File: config.mk
export PLATFORM = sky130hd
export DESIGN_NAME = id_ex_stage
export DESIGN_NICKNAME = d
export VERILOG_FILES = /design/src/rtl/riscv_pkg.sv /design/src/rtl/fwd_mux.sv /design/src/rtl/id_ex_stage.sv
export SDC_FILE = /design/constraint.sdc
export NUM_CORES = 1
export LEC_CHECK = 0
export BUFFER_PORTS_ARGS = -buffer_cell sky130_fd_sc_hd__buf_2
export CAP_MARGIN = 30
export CORE_ASPECT_RATIO = 1.5
export CORE_MARGIN = 1
export CORE_UTILIZATION = 25
export CTS_CLUSTER_DIAMETER = 60
export DETAILED_ROUTE_END_ITERATION = 8
export GPL_ROUTABILITY_DRIVEN = 0
export PLACE_DENSITY = 0.47
export SLEW_MARGIN = 15
export SYNTH_ARGS = -nofsm -noshare
export SYNTH_HDL_FRONTEND = slang
export SYNTH_HIERARCHICAL = 1
export SYNTH_SLANG_ARGS = --single-unit
File: constraint.sdc
create_clock -name clk -period 3.45 [get_ports clk]
set_input_delay 0 -clock clk [delete_from_list [all_inputs] [get_ports clk]]
set_output_delay 0 -clock clk [all_outputs]
set_load 0.1 [all_outputs]
File: src/rtl/riscv_pkg.sv
// Shared core definitions: datapath widths, ALU operation codes, operand-source selects.
package riscv_pkg;

    localparam int XLEN = 32;
    localparam int RA_W = 5;

    typedef enum logic [3:0] {
        ALU_ADD   = 4'b0000,
        ALU_SUB   = 4'b0001,
        ALU_AND   = 4'b0010,
        ALU_OR    = 4'b0011,
        ALU_XOR   = 4'b0100,
        ALU_SLT   = 4'b0101,
        ALU_SLTU  = 4'b0110,
        ALU_LUI   = 4'b0111,
        ALU_AUIPC = 4'b1000,
        ALU_PASSB = 4'b1001,
        ALU_SLL   = 4'b1010,
        ALU_SRA   = 4'b1011,
        ALU_SRL   = 4'b1100
    } alu_op_e;

    localparam logic SRC_A_RS1 = 1'b0;
    localparam logic SRC_A_PC  = 1'b1;
    localparam logic SRC_B_RS2 = 1'b0;
    localparam logic SRC_B_IMM = 1'b1;

endpackage

File: src/rtl/fwd_mux.sv
// Priority operand bypass for one source register: EX/MEM beats MEM/WB; x0 is never bypassed.
module fwd_mux #(
    parameter int XLEN = 32,
    parameter int RA_W = 5
) (
    input  logic [RA_W-1:0] i_ex_rs,
    input  logic [XLEN-1:0] i_reg_val,
    input  logic [RA_W-1:0] i_mem_rd,
    input  logic            i_mem_reg_write,
    input  logic [XLEN-1:0] i_mem_result,
    input  logic [RA_W-1:0] i_wb_rd,
    input  logic            i_wb_reg_write,
    input  logic [XLEN-1:0] i_wb_result,
    output logic [XLEN-1:0] o_val
);

    logic w_hit_mem;
    logic w_hit_wb;

    assign w_hit_mem = i_mem_reg_write && (i_mem_rd != '0) && (i_mem_rd == i_ex_rs);
    assign w_hit_wb  = i_wb_reg_write  && (i_wb_rd  != '0) && (i_wb_rd  == i_ex_rs);

    always_comb begin
        o_val = i_reg_val;
        if (w_hit_mem)
            o_val = i_mem_result;
        else if (w_hit_wb)
            o_val = i_wb_result;
    end

endmodule

File: src/rtl/id_ex_stage.sv
// ID/EX pipeline register: captures decode, bypasses results into ALU operands,
// and inserts bubbles on load-use hazards and branch flushes.
module id_ex_stage
    import riscv_pkg::*;
#(
    parameter int XLEN = riscv_pkg::XLEN,
    parameter int RA_W = riscv_pkg::RA_W
) (
    input  logic            clk,
    input  logic            rst,
    input  logic            id_valid,
    input  logic [XLEN-1:0] id_pc,
    input  logic [XLEN-1:0] id_rs1_data,
    input  logic [XLEN-1:0] id_rs2_data,
    input  logic [XLEN-1:0] id_imm,
    input  logic [RA_W-1:0] id_rs1,
    input  logic [RA_W-1:0] id_rs2,
    input  logic [RA_W-1:0] id_rd,
    input  logic [3:0]      id_con,
    input  logic            id_src_a,
    input  logic            id_src_b,
    input  logic            id_reg_write,
    input  logic            id_mem_read,
    input  logic            id_mem_write,
    input  logic            flush,
    input  logic [RA_W-1:0] mem_rd,
    input  logic            mem_reg_write,
    input  logic [XLEN-1:0] mem_result,
    input  logic [RA_W-1:0] wb_rd,
    input  logic            wb_reg_write,
    input  logic [XLEN-1:0] wb_result,
    output logic            ex_valid,
    output logic [XLEN-1:0] alu_a,
    output logic [XLEN-1:0] alu_b,
    output logic [3:0]      alu_con,
    output logic [XLEN-1:0] ex_store_data,
    output logic [XLEN-1:0] ex_pc,
    output logic [RA_W-1:0] ex_rd,
    output logic            ex_reg_write,
    output logic            ex_mem_read,
    output logic            ex_mem_write,
    output logic            load_use_stall
);

    logic            r_valid_p1;
    logic [XLEN-1:0] r_pc_p1;
    logic [XLEN-1:0] r_rs1_data_p1;
    logic [XLEN-1:0] r_rs2_data_p1;
    logic [XLEN-1:0] r_imm_p1;
    logic [RA_W-1:0] r_rs1_p1;
    logic [RA_W-1:0] r_rs2_p1;
    logic [RA_W-1:0] r_rd_p1;
    logic [3:0]      r_con_p1;
    logic            r_src_a_p1;
    logic            r_src_b_p1;
    logic            r_reg_write_p1;
    logic            r_mem_read_p1;
    logic            r_mem_write_p1;

    logic            w_hazard;
    logic            w_stall;
    logic [XLEN-1:0] w_rs1_cap;
    logic [XLEN-1:0] w_rs2_cap;
    logic [XLEN-1:0] w_fwd_rs1;
    logic [XLEN-1:0] w_fwd_rs2;

    // Load in EX whose rd is read by the instruction in ID: one bubble covers the load latency.
    assign w_hazard = r_valid_p1 && r_mem_read_p1 && (r_rd_p1 != '0) && id_valid &&
                      ((r_rd_p1 == id_rs1) || (r_rd_p1 == id_rs2));
    assign w_stall  = w_hazard && !flush;

    // The register file is read in the same cycle WB writes it, so the fresh value is picked up here.
    assign w_rs1_cap = (wb_reg_write && (wb_rd != '0) && (wb_rd == id_rs1)) ? wb_result : id_rs1_data;
    assign w_rs2_cap = (wb_reg_write && (wb_rd != '0) && (wb_rd == id_rs2)) ? wb_result : id_rs2_data;

    // ---- ID -> EX boundary (p0 -> p1) ----
    always_ff @(posedge clk) begin
        if (rst) begin
            r_valid_p1     <= 1'b0;
            r_pc_p1        <= '0;
            r_rs1_data_p1  <= '0;
            r_rs2_data_p1  <= '0;
            r_imm_p1       <= '0;
            r_rs1_p1       <= '0;
            r_rs2_p1       <= '0;
            r_rd_p1        <= '0;
            r_con_p1       <= ALU_ADD;
            r_src_a_p1     <= SRC_A_RS1;
            r_src_b_p1     <= SRC_B_RS2;
            r_reg_write_p1 <= 1'b0;
            r_mem_read_p1  <= 1'b0;
            r_mem_write_p1 <= 1'b0;
        end else if (flush || w_stall) begin
            r_valid_p1     <= 1'b0;
            r_rd_p1        <= '0;
            r_con_p1       <= ALU_ADD;
            r_reg_write_p1 <= 1'b0;
            r_mem_read_p1  <= 1'b0;
            r_mem_write_p1 <= 1'b0;
        end else begin
            r_valid_p1     <= id_valid;
            r_pc_p1        <= id_pc;
            r_rs1_data_p1  <= w_rs1_cap;
            r_rs2_data_p1  <= w_rs2_cap;
            r_imm_p1       <= id_imm;
            r_rs1_p1       <= id_rs1;
            r_rs2_p1       <= id_rs2;
            r_rd_p1        <= id_valid ? id_rd : '0;
            r_con_p1       <= id_valid ? id_con : ALU_ADD;
            r_src_a_p1     <= id_src_a;
            r_src_b_p1     <= id_src_b;
            r_reg_write_p1 <= id_valid && id_reg_write;
            r_mem_read_p1  <= id_valid && id_mem_read;
            r_mem_write_p1 <= id_valid && id_mem_write;
        end
    end

    // ---- EX operand bypass (p1, combinational) ----
    fwd_mux #(.XLEN(XLEN), .RA_W(RA_W)) u_fwd_rs1 (
        .i_ex_rs         (r_rs1_p1),
        .i_reg_val       (r_rs1_data_p1),
        .i_mem_rd        (mem_rd),
        .i_mem_reg_write (mem_reg_write),
        .i_mem_result    (mem_result),
        .i_wb_rd         (wb_rd),
        .i_wb_reg_write  (wb_reg_write),
        .i_wb_result     (wb_result),
        .o_val           (w_fwd_rs1)
    );

    fwd_mux #(.XLEN(XLEN), .RA_W(RA_W)) u_fwd_rs2 (
        .i_ex_rs         (r_rs2_p1),
        .i_reg_val       (r_rs2_data_p1),
        .i_mem_rd        (mem_rd),
        .i_mem_reg_write (mem_reg_write),
        .i_mem_result    (mem_result),
        .i_wb_rd         (wb_rd),
        .i_wb_reg_write  (wb_reg_write),
        .i_wb_result     (wb_result),
        .o_val           (w_fwd_rs2)
    );

    assign alu_a          = (r_src_a_p1 == SRC_A_PC)  ? r_pc_p1  : w_fwd_rs1;
    assign alu_b          = (r_src_b_p1 == SRC_B_IMM) ? r_imm_p1 : w_fwd_rs2;
    assign ex_store_data  = w_fwd_rs2;
    assign alu_con        = r_con_p1;
    assign ex_valid       = r_valid_p1;
    assign ex_pc          = r_pc_p1;
    assign ex_rd          = r_rd_p1;
    assign ex_reg_write   = r_reg_write_p1;
    assign ex_mem_read    = r_mem_read_p1;
    assign ex_mem_write   = r_mem_write_p1;
    assign load_use_stall = w_stall;

endmodule

==> impl_results.md <==
- Status: finished clean
- Total negative slack: 0 ns
- Comb power frac: 40.2%
- Register Area: 0.00307 mm²
- Final Max Tran Viols: 0
- PortBufs: 373
- CTS clk-pin slew, worst paths: 0.06 ns
- Vias in the first global route: 12000
- Vias per cell: 5.24
- Nets: 1914
- Most frequent cell after synthesis: dfxtp_1
- Number of flops mapped to enable cells by yosys: 0
- Area leader, netlist: dfxtp_1
- Synth area leaders: dfxtp_1 (28%), mux2_2 (13%), nand2b_1 (8.8%)
- Dpl cell area: 0.0142 mm²
- Fill cells: 4365
- Routed WL per cell: 22.3 µm
- Core area: 0.0422 mm²
- Post-synthesis sequential area ratio: 28.4%
- WP data arrival: 3.10 ns
- Worst IR Drop VDD: 272 µV
- Final hold slack: 0.0123 ns
- Max-Slew Margin vs Limit: 36.0%
- Final wirelength: 50.3 mm
- First-pass GRT wire length: 73.7 mm
- Antenna-violating nets left: 0
- Mean Syn Cell Area: 8.46 µm²
- Initial Utilization: 25.5%
- RSZ-0062 raised after global routing: false
- Top_reg_cell synth: dfxtp_1
- H-tree depth: 4
- Grt ovf: 0
- Mapped Area: 0.0108 mm²
- Resize count post-CTS: 0
- Skew final: 0.00726 ns
- Via count: 11800
- Diodes inserted: 0
- Multi-input gate area: 0.00727 mm²
- Synth warn: 6
- Syn Inst Count: 1275
- Number of buffers created by CTS: 17
- Req. time, crit path: 3.45 ns
- Int Pwr: 0.00402 W
- TritonCTS clock tree: built
- Max-cap violations: 0
- Part of the cycle the worst path needs: 89.9%
- 1st-iter DRT viols: 910
- Worst Hold Class: input pin to flop
- Worst-skew pair later-pin latency: 0.45 ns
- Setup Viol. Count Final: 0
- Final instance area: 0.0162 mm²
- Post-synth top area share: 28.4%
- Worst slack, placed: 0.854 ns
- Final Hold Vio Count: 0
- Final core occ: 38.2%
- Distinct cells, synth: 38
- # DRC: 0
- Leakage: 6.38 nW
- Power Density: 420 mW/mm²
- Tmin final: 3.10 ns
- Seq pwr share: 28.9%
- Layout cells sized above 1: 36.4%
- Least-Margin Pin Slew: 0.959 ns
- Site Rows: 92
- Number of primary I/O pins: 374
- Clk pwr share: 30.8%
- Syn_nets: 1507
- Commonest cells post-synth: dfxtp_1 (153), nand2b_1 (152), mux2_2 (128)
- Initial antenna violation count: 1
- Clock Path Buffers: 2
- Total GRT Usage: 22.5%
- Area delta synth->final: 49.7%
- Die area: 0.0440 mm²
- Crit-path max FO: 21
- TritonRoute pass-1 iters: 6
- Net Sw Frac: 40.8%
- Peak Freq: 322 MHz
- Yosys reg bits: 153
- Die Wd: 172 µm
- CP endpoint kind: primary output
- Final setup margin: 0.348 ns
- Largest net degree at the start of global routing: 94
- Crit path kind: flop to primary output
- DIE HEIGHT: 256 µm
- CTS Sinks: 153
- Post-DP HPWL: 36.0 mm
- Setup crit start kind: flop
- Asr flop ratio synth: 0%
- NetSw: 0.00277 W
- Clock root cell: clkbuf_16
-- power groups by stage --
stage	Clock, W	Combinational [W]	Sequential, W
finish	0.00209	0.00273	0.00196
global route	0.00221	0.00283	0.00198
CTS	0.00215	0.00274	0.00196
detailed placement	0	0.00262	0.00200
global placement	0	0.00259	0.00201
floorplan	0	0.00158	0.00216
-- metrics by stage --
stage | std cells | total power [W]
global placement | 2095 | 0.00460
detailed placement | 2096 | 0.00462
floorplan | 1275 | 0.00374
CTS | 2258 | 0.00685
global route | 2258 | 0.00702
finish | 2258 | 0.00679
-- flip-flops by register name (all words and copies together) (netlist names), 4 cells and up --
| register | cells |
|---|---|
| ex_pc | 32 |
| r_imm_p1 | 32 |
| r_rs1_data_p1 | 32 |
| r_rs2_data_p1 | 32 |
| ex_rd | 5 |
| r_rs1_p1 | 5 |
| r_rs2_p1 | 5 |
| alu_con | 4 |
-- per-layer routing --
layer / track usage [%] / up-vias / share of wire (%)
li1: - / 5530 / -
met1: 24.7 / 5707 / 38
met2: 41.5 / 507 / 52
met3: 4.12 / 93 / 5.9
met4: 9.08 / 2 / 3.4
met5: 0 / - / 0.026
-- worst paths after layout --
kind | start | to | slack, ns | depth (start not counted)
worst max-delay path | r_rs1_p1[2] | alu_a[16] | 0.35 | 7
worst min-delay path | id_rs2_data[18] | r_rs2_data_p1[18] | 0.01 | 4
worst max register to register | ex_rd[4] | r_rs1_data_p1[4] | 1.05 | 6
worst min register to register | r_imm_p1[16] | r_imm_p1[16] | 0.47 | 2
-- cell type report --
class                   count  share of cell area (%)
repair buffers            539                    27.8
multi-input cells         971                    45.0
well taps                 564                    4.37
flip-flops and latches    153                    19.0
clock buffers              23                    2.96
clock inverters             8                   0.883
-- cells in the final DEF, fill, tap and decap left out, types with 12 or more instances in the layout --
cell / instances
nand4_1: 66
o21ai_0: 64
nand2b_1: 152
clkbuf_16: 17
mux2_2: 128
and4b_1: 12
buf_4: 28
dlygate4sd3_1: 131
a31oi_2: 32
dfxtp_1: 151
o31ai_1: 64
buf_2: 308
nor4_1: 66
a21oi_1: 65
a31oi_1: 32
buf_12: 71
mux2i_1: 76
nor2b_1: 64
xnor2_1: 36
nand3_1: 67
-- cells by family after synthesis --
family,count (synthesis),synth area share [%]
DFF,153,28.4
xor gates and xnor gates,36,2.92
muxes,204,20.4
and+or+nand+nor,461,26.2
AOI/OAI and AO/OA,270,15.4
buffers and inverters,151,6.69
-- critical path, cell delays in order (launching register included) --
cell and delay, ns:
dfxtp_1 0.35, nor4_1 0.55, o21a_1 0.25, buf_4 0.28, o31ai_1 0.13, a31oi_1 0.42
mux2_2 0.24, buf_2 0.42
-- what timing repair did --
action                                 CTS  global route
endpoints found under the hold margin  119             0
hold buffers                           131             0
setup buffers                            0             0
No activity file was read; power rests on OpenSTA's default activity.
